===== config.mk =====
export PLATFORM = sky130hd
export DESIGN_NAME = clock_core_multi_alarm
export DESIGN_NICKNAME = d
export VERILOG_FILES = /design/src/rtl/clock_core_multi_alarm.sv
export SDC_FILE = /design/constraint.sdc
export NUM_CORES = 1
export LEC_CHECK = 0
export ABC_AREA = 1
export CAP_MARGIN = 5
export CORE_MARGIN = 1.5
export CORE_UTILIZATION = 29
export CTS_BUF_LIST = sky130_fd_sc_hd__clkbuf_8
export DETAILED_ROUTE_END_ITERATION = 10
export DONT_BUFFER_PORTS = 1
export GPL_TIMING_DRIVEN = 0
export HOLD_SLACK_MARGIN = 0.03
export SLEW_MARGIN = 20
export SYNTH_ARGS = -nofsm -noshare
export SYNTH_HDL_FRONTEND = slang
export SYNTH_SLANG_ARGS = --single-unit

===== constraint.sdc =====
create_clock -name clk -period 5.34 [get_ports clk]
set_input_delay 1.602 -clock clk [delete_from_list [all_inputs] [get_ports clk]]
set_output_delay 1.602 -clock clk [all_outputs]
set_load 0.005 [all_outputs]

===== src/rtl/clock_core_multi_alarm.sv =====
// clock_core_multi_alarm
// Time-of-day core. It contains a seconds prescaler, 24-hour HH:MM:SS counters
// with manual hour/minute adjust, 12/24-hour BCD display digits with AM/PM,
// and NUM_ALARMS independent alarm channels. Each channel has snooze and an
// automatic ring timeout.
module clock_core_multi_alarm #(
  parameter int TICK_DIV   = 100_000_000,
  parameter int NUM_ALARMS = 4,
  parameter int SNOOZE_MIN = 5,
  parameter int RING_SEC   = 60,
  parameter int IDX_W      = (NUM_ALARMS > 1) ? $clog2(NUM_ALARMS) : 1
) (
  input  logic                  clk,
  input  logic                  reset,
  input  logic                  hup,
  input  logic                  mup,
  input  logic                  fmt_12,
  input  logic                  alm_wr,
  input  logic [IDX_W-1:0]      alm_idx,
  input  logic [4:0]            alm_hr,
  input  logic [5:0]            alm_min,
  input  logic                  alm_en,
  input  logic                  snooze,
  input  logic                  alm_stop,
  output logic [4:0]            hr,
  output logic [5:0]            min,
  output logic [5:0]            sec,
  output logic [3:0]            hr_tens,
  output logic [3:0]            hr_ones,
  output logic [3:0]            min_tens,
  output logic [3:0]            min_ones,
  output logic                  is_pm,
  output logic [NUM_ALARMS-1:0] alm_ring,
  output logic                  alm_led
);

  localparam int               CNT_W     = $clog2(TICK_DIV);
  localparam int               SNZ_TICKS = SNOOZE_MIN * 60;
  localparam logic [CNT_W-1:0] CNT_LAST  = CNT_W'(TICK_DIV - 1);
  localparam logic [7:0]       RING_LAST = 8'(RING_SEC - 1);
  localparam logic [11:0]      SNZ_LAST  = 12'(SNZ_TICKS - 1);

  typedef enum logic [1:0] {
    ST_IDLE = 2'd0,
    ST_RING = 2'd1,
    ST_SNZ  = 2'd2
  } alm_state_e;

  // ------------------------------------------------------------------
  // Prescaler and time-of-day counters
  // ------------------------------------------------------------------
  logic [CNT_W-1:0] cnt_q, cnt_d;
  logic [4:0]       hr_q, hr_d;
  logic [5:0]       min_q, min_d;
  logic [5:0]       sec_q, sec_d;
  // The time registers were just advanced by a tick. Only such a time
  // may trigger an alarm. A time reached by manual adjust may not.
  logic             tick_seen_q, tick_seen_d;
  logic             sec_tick;

  assign sec_tick = (cnt_q == CNT_LAST);

  // Next prescaler count: it wraps to zero in the tick cycle.
  always_comb begin
    cnt_d = cnt_q + CNT_W'(1);
    if (sec_tick) begin
      cnt_d = '0;
    end
  end

  // Next time: the tick carry chain has priority, and adjust applies only without a tick.
  always_comb begin
    sec_d       = sec_q;
    min_d       = min_q;
    hr_d        = hr_q;
    tick_seen_d = sec_tick;
    if (sec_tick) begin
      if (sec_q == 6'd59) begin
        sec_d = 6'd0;
        if (min_q == 6'd59) begin
          min_d = 6'd0;
          hr_d  = (hr_q == 5'd23) ? 5'd0 : hr_q + 5'd1;
        end else begin
          min_d = min_q + 6'd1;
        end
      end else begin
        sec_d = sec_q + 6'd1;
      end
    end else begin
      if (hup) begin
        hr_d = (hr_q == 5'd23) ? 5'd0 : hr_q + 5'd1;
      end
      if (mup) begin
        min_d = (min_q == 6'd59) ? 6'd0 : min_q + 6'd1;
      end
    end
  end

  // Registers for the prescaler, the time of day and the tick history.
  always_ff @(posedge clk) begin
    if (reset) begin
      cnt_q       <= '0;
      hr_q        <= 5'd0;
      min_q       <= 6'd0;
      sec_q       <= 6'd0;
      tick_seen_q <= 1'b0;
    end else begin
      cnt_q       <= cnt_d;
      hr_q        <= hr_d;
      min_q       <= min_d;
      sec_q       <= sec_d;
      tick_seen_q <= tick_seen_d;
    end
  end

  assign hr  = hr_q;
  assign min = min_q;
  assign sec = sec_q;

  // ------------------------------------------------------------------
  // Display digits
  // ------------------------------------------------------------------
  logic [4:0] disp_hr;

  // Hour shown on the display. In 12-hour mode it is folded into 1..12.
  always_comb begin
    disp_hr = hr_q;
    if (fmt_12) begin
      if (hr_q == 5'd0) begin
        disp_hr = 5'd12;
      end else if (hr_q > 5'd12) begin
        disp_hr = hr_q - 5'd12;
      end
    end
  end

  assign hr_tens  = 4'(disp_hr / 5'd10);
  assign hr_ones  = 4'(disp_hr % 5'd10);
  assign min_tens = 4'(min_q / 6'd10);
  assign min_ones = 4'(min_q % 6'd10);
  assign is_pm    = (hr_q >= 5'd12);

  // ------------------------------------------------------------------
  // Alarm channels
  // ------------------------------------------------------------------
  logic [NUM_ALARMS-1:0] ring_next;

  generate
    for (genvar gi = 0; gi < NUM_ALARMS; gi++) begin : g_alm
      alm_state_e  state_q, state_d;
      logic [4:0]  a_hr_q, a_hr_d;
      logic [5:0]  a_min_q, a_min_d;
      logic        a_en_q, a_en_d;
      logic [7:0]  ring_cnt_q, ring_cnt_d;
      logic [11:0] snz_cnt_q, snz_cnt_d;
      logic        ring_q;
      logic        wr_hit;
      logic        snz_hit;
      logic        match;

      assign wr_hit  = alm_wr && (alm_idx == IDX_W'(gi));
      assign snz_hit = snooze && (alm_idx == IDX_W'(gi));
      assign match   = tick_seen_q && a_en_q && (sec_q == 6'd0) &&
                       (hr_q == a_hr_q) && (min_q == a_min_q);

      // Channel next state. Priority: write, stop, snooze, timeout, match.
      always_comb begin
        state_d    = state_q;
        a_hr_d     = a_hr_q;
        a_min_d    = a_min_q;
        a_en_d     = a_en_q;
        ring_cnt_d = ring_cnt_q;
        snz_cnt_d  = snz_cnt_q;
        if (wr_hit) begin
          a_hr_d     = alm_hr;
          a_min_d    = alm_min;
          a_en_d     = alm_en;
          state_d    = ST_IDLE;
          ring_cnt_d = 8'd0;
          snz_cnt_d  = 12'd0;
        end else if (alm_stop) begin
          state_d = ST_IDLE;
        end else begin
          unique case (state_q)
            ST_IDLE: begin
              if (match) begin
                state_d    = ST_RING;
                ring_cnt_d = 8'd0;
              end
            end
            ST_RING: begin
              if (snz_hit) begin
                state_d   = ST_SNZ;
                snz_cnt_d = 12'd0;
              end else if (sec_tick) begin
                if (ring_cnt_q == RING_LAST) begin
                  state_d = ST_IDLE;
                end else begin
                  ring_cnt_d = ring_cnt_q + 8'd1;
                end
              end
            end
            ST_SNZ: begin
              if (sec_tick) begin
                if (snz_cnt_q == SNZ_LAST) begin
                  state_d    = ST_RING;
                  ring_cnt_d = 8'd0;
                end else begin
                  snz_cnt_d = snz_cnt_q + 12'd1;
                end
              end
            end
            default: begin
              state_d = ST_IDLE;
            end
          endcase
        end
      end

      assign ring_next[gi] = (state_d == ST_RING);

      // Channel registers. The ring flag is registered together with the state.
      always_ff @(posedge clk) begin
        if (reset) begin
          state_q    <= ST_IDLE;
          a_hr_q     <= 5'd0;
          a_min_q    <= 6'd0;
          a_en_q     <= 1'b0;
          ring_cnt_q <= 8'd0;
          snz_cnt_q  <= 12'd0;
          ring_q     <= 1'b0;
        end else begin
          state_q    <= state_d;
          a_hr_q     <= a_hr_d;
          a_min_q    <= a_min_d;
          a_en_q     <= a_en_d;
          ring_cnt_q <= ring_cnt_d;
          snz_cnt_q  <= snz_cnt_d;
          ring_q     <= ring_next[gi];
        end
      end

      assign alm_ring[gi] = ring_q;
    end
  endgenerate

  // ------------------------------------------------------------------
  // Alarm LED
  // ------------------------------------------------------------------
  logic led_q, led_d;

  // The LED blinks on ticks while something rings and drops as soon as nothing will.
  always_comb begin
    led_d = led_q;
    if (!(|ring_next)) begin
      led_d = 1'b0;
    end else if (sec_tick && (|alm_ring)) begin
      led_d = ~led_q;
    end
  end

  // LED register.
  always_ff @(posedge clk) begin
    if (reset) begin
      led_q <= 1'b0;
    end else begin
      led_q <= led_d;
    end
  end

  assign alm_led = led_q;

endmodule

==> summary.md <==
| Metric | Value |
|---|---|
| I/O Pins | `a little over 60` |
| Status | `finished, final reports clean` |
| Worst R2R Path Depth | `10` |
| Grt ovf | `0` |
| Metal-1 WL | `approximately 14000 µm` |
| Final net count | `1721` |
| Synth top area share | `between 30% and 40%` |
| Final instance area | `12000 µm²` |
| RSZ-0062 raised after global routing | `false` |
| Post-synthesis cell area | `approximately 11000 µm²` |
| Row cnt | `70` |
| Cell Count Post-Placement | `2161` |
| Dominant cell type by area after synthesis | `dfxtp_1` |
| Worst setup SP type | `primary input` |
| Ys flop type | `dfxtp_1` |
| Starting Density | `slightly below 30%` |
| CP required | `around 3.7 ns` |
| Max_slew headroom | `a little under two fifths` |
| Port Buffers | `0` |
| H-tree depth | `4` |
| Origin of the critical flop-to-flop path | `sec[0]$_SDFFE_PP0N_` |
| Crit end category | `output pin` |
| Synth unique cells | `between 50 and 60` |
| Most common cell in the netlist | `nand2_1` |
| Final setup vio count | `0` |
| Total iterations of the first detailed-routing run | `6` |
| Inserted Diodes | `0` |
| Post-DP Area | `11600 µm²` |
| First-pass GRT wire length | `between 40000 and 50000 µm` |
| Async SR Flop Fraction | `0%` |
| Clk_lat worst skew | `~0.50 ns` |
| Crit Path Max Fanout | `6` |
| Final Hold Fails | `0` |
| Flops & latches, synth | `between 150 and 200` |
| Top layer in use | `met4` |
| Final slew viol count | `0` |
| LEAKAGE | `roughly 4.4 nW` |
| Worst-Margin Slew | `between 0.9 and 1 ns` |
| Critical path class | `in2out` |
| Die width | `roughly 200 µm` |
| Post-Route WL | `slightly above 30000 µm` |
| Antenna violations before repair | `0` |
| CP most frequent cell | `nand2_1` |
| Clk pin slew, worst setup/hold paths | `about 0.1 ns` |
| CP max stage delay | `0.22 ns` |
| Hpwl dp | `about 23000 µm` |
| Vias in the first global route | `between 9000 and 10000` |
| CTS max path bufs | `2` |
| DR vias/cell | `4.88` |
| Final worst path period share | `90.8%` |
| Largest net degree at the start of global routing | `19` |
| Synth Instances | `~1700` |
| Number of buffers inserted by hold repair at cts | `0` |
| Met2 WL post-DR | `approximately 14000 µm` |
| Residual DRC | `0` |
| Routed vias | `between 10000 and 15000` |
| Fillers | `~4000` |
| Cts bufs inserted | `17` |
| Min Tclk post-route | `between 4 and 5 ns` |
| Setup Skew | `0.0229 ns` |
| Total GRT Usage | `approximately 16%` |
| Routed Antenna Nets | `0` |
| CP max stage cell | `ha_1` |
| First DRT Iteration DRCs | `665` |
| Met3 Routed Length | `roughly 1300 µm` |
| Area growth from synthesis to layout | `9.45%` |
| Share of layout cells above drive strength 1 | `under 10%` |
| Most area-consuming cells after synthesis | `dfxtp_1, nand2_1, nor2_1, inv_1, a21oi_1` |
| Final Power | `~2.6 mW` |
| Clock root buffer | `clkbuf_8` |
| CTS tree | `yes` |
| WP depth | `13` |
| Max_cap viols | `0` |
| Post-synth top cells | `nand2_1, nor2_1, dfxtp_1` |
| Power Density | `217 nW/µm²` |
| DR WL/cell | `around 14 µm` |
| Core Region | `about 37000 µm²` |
| Flop-to-flop setup slack | `2.71 ns` |
| Share of the yosys chip area belonging to registers | `between 30% and 40%` |
| Die Area | `between 30000 and 40000 µm²` |
| Worst VDD drop | `between 0.1 and 0.15 mV` |
| HP Class | `reg2reg` |
| Setup bufs post-CTS | `0` |
| Crit path cell chain | `nand4_1, nand3_1, inv_1, ha_1, inv_1, nand4_1, nand3_1, nand2_1, nand2_1, nand2_1, nand3_1, nand2_1, nand2_1` |
| Avg Inst Size Synth | `between 6 and 7 µm²` |
| Setup TNS | `0 ns` |
| RePlAce Congestion | `approximately 0.91` |
| Reg-to-reg endpoint | `hr[2]$_SDFFE_PP0P_` |
| WP data arrival | `about 3.3 ns` |
| Post-CTS sizing | `0` |
| CP Capture Point | `hr_ones[2]` |
| Synth warn | `0` |
| Hold_ws | `0.453 ns` |
| Highest clock rate | `around 210 MHz` |
| CTS sink cnt | `roughly 190` |
| Largest delay share family, worst path | `simple AND/OR/NAND/NOR gates` |
| Critical path buffer and inverter count | `2` |
| CP Launch Point | `fmt_12` |
| Die Span Y | `roughly 200 µm` |
| Final non-filler cell total | `approximately 2200` |
| Number of synthesized flops with an enable pin | `0` |
==> worst reg2reg max path, stage by stage, from the launching register on <==
cell	delay [ns]
dfxtp_1	0.55
ha_1	0.23
inv_1	0.07
nor2_1	0.09
inv_1	0.05
nor2_1	0.14
inv_1	0.09
o21ai_0	0.52
nand2_1	0.31
o21ai_0	0.39
nor2_1	0.09
==> registers in the layout, indices dropped and copies added, names as in the netlist <==
register	count
alm_led	1
cnt_q	27
g_alm.a_en_q	4
g_alm.a_hr_q	20
g_alm.a_min_q	24
g_alm.ring_cnt_q	32
g_alm.ring_q	4
g_alm.snz_cnt_q	48
g_alm.state_q	8
hr	5
min	6
sec	6
tick_seen_q	1
==> per-layer routing <==
| metal | GRT usage [%] | vias to the layer above |
|---|---|---|
| met5 | 0 | - |
| met4 | 6.28 | 0 |
| met3 | 2.37 | 54 |
| met2 | 26.8 | 228 |
| met1 | 20.1 | 4957 |
| li1 | - | 5453 |
==> cell type report <==
class | count | area (µm²) | area share (%)
buffer | 46 | 249 | 2.08
clock buffer | 17 | 234 | 1.96
clock inverter | 15 | 160 | 1.34
inverter | 197 | 739 | 6.18
multi-input combinational | 1228 | 6220 | 52.0
sequential | 186 | 3720 | 31.1
tap | 504 | 631 | 5.27
==> stage by stage <==
step                      util (%)  setup WS (ns)
after floorplan                  -          0.786
after global placement        31.4          0.543
after detailed placement      31.4          0.480
after CTS                     32.4          0.477
after global routing          32.4          0.165
final                         32.4          0.492
==> cells in the final DEF (no fill, tap or decap), types with 3 or more instances in the layout <==
cell / n
a21oi_1: 118
dfxtp_1: 186
a21oi_2: 3
nor3_2: 5
o21bai_1: 5
xnor2_1: 18
nand3b_1: 4
nand4_1: 68
clkbuf_8: 17
clkinv_4: 3
nand2_1: 373
nand2_2: 7
inv_2: 12
buf_4: 14
nor3_1: 60
nor4_1: 12
or2_2: 5
ha_1: 23
nor2_1: 235
inv_6: 4
nand3_1: 79
buf_2: 13
o21ai_1: 3
clkbuf_1: 18
xor2_1: 47
o22ai_1: 5
o21ai_0: 94
a31o_2: 4
conb_1: 3
inv_1: 183
nor2_2: 7
nor3b_1: 19
a211oi_1: 6
clkinvlp_4: 4
==> cell families after synthesis <==
family / synth area share, %
buf+inv: 9.04
simple gates: 36.5
compound gates: 12.5
xor+xnor: 5.21
fa+ha+maj: 2.63
flops: 34.1
other cells: 0.0343
==> report_power, final <==
part	switching [mW]	total [mW]	leakage, nW	internal (mW)
Clock	0.591	0.977	0.186	0.386
Combinational	0.137	0.197	2.71	0.0601
Sequential	0.0161	1.43	1.51	1.41
Total	0.743	2.60	4.40	1.86
==> how the worst min path moves through the flow <==
| stage | start | end | slack [ns] | cells past startpoint |
|---|---|---|---|---|
| after CTS | cnt_q[0]$_SDFF_PP0_ | cnt_q[0]$_SDFF_PP0_ | 0.45 | 1 |
| after floorplan | cnt_q[0]$_SDFF_PP0_ | cnt_q[0]$_SDFF_PP0_ | 0.42 | 1 |
| final | cnt_q[0]$_SDFF_PP0_ | cnt_q[0]$_SDFF_PP0_ | 0.45 | 1 |
| after global routing | cnt_q[0]$_SDFF_PP0_ | cnt_q[0]$_SDFF_PP0_ | 0.46 | 1 |
| after detailed placement | cnt_q[0]$_SDFF_PP0_ | cnt_q[0]$_SDFF_PP0_ | 0.44 | 1 |
| after global placement | cnt_q[0]$_SDFF_PP0_ | cnt_q[0]$_SDFF_PP0_ | 0.43 | 1 |
Power figures use the tool's default switching activity.
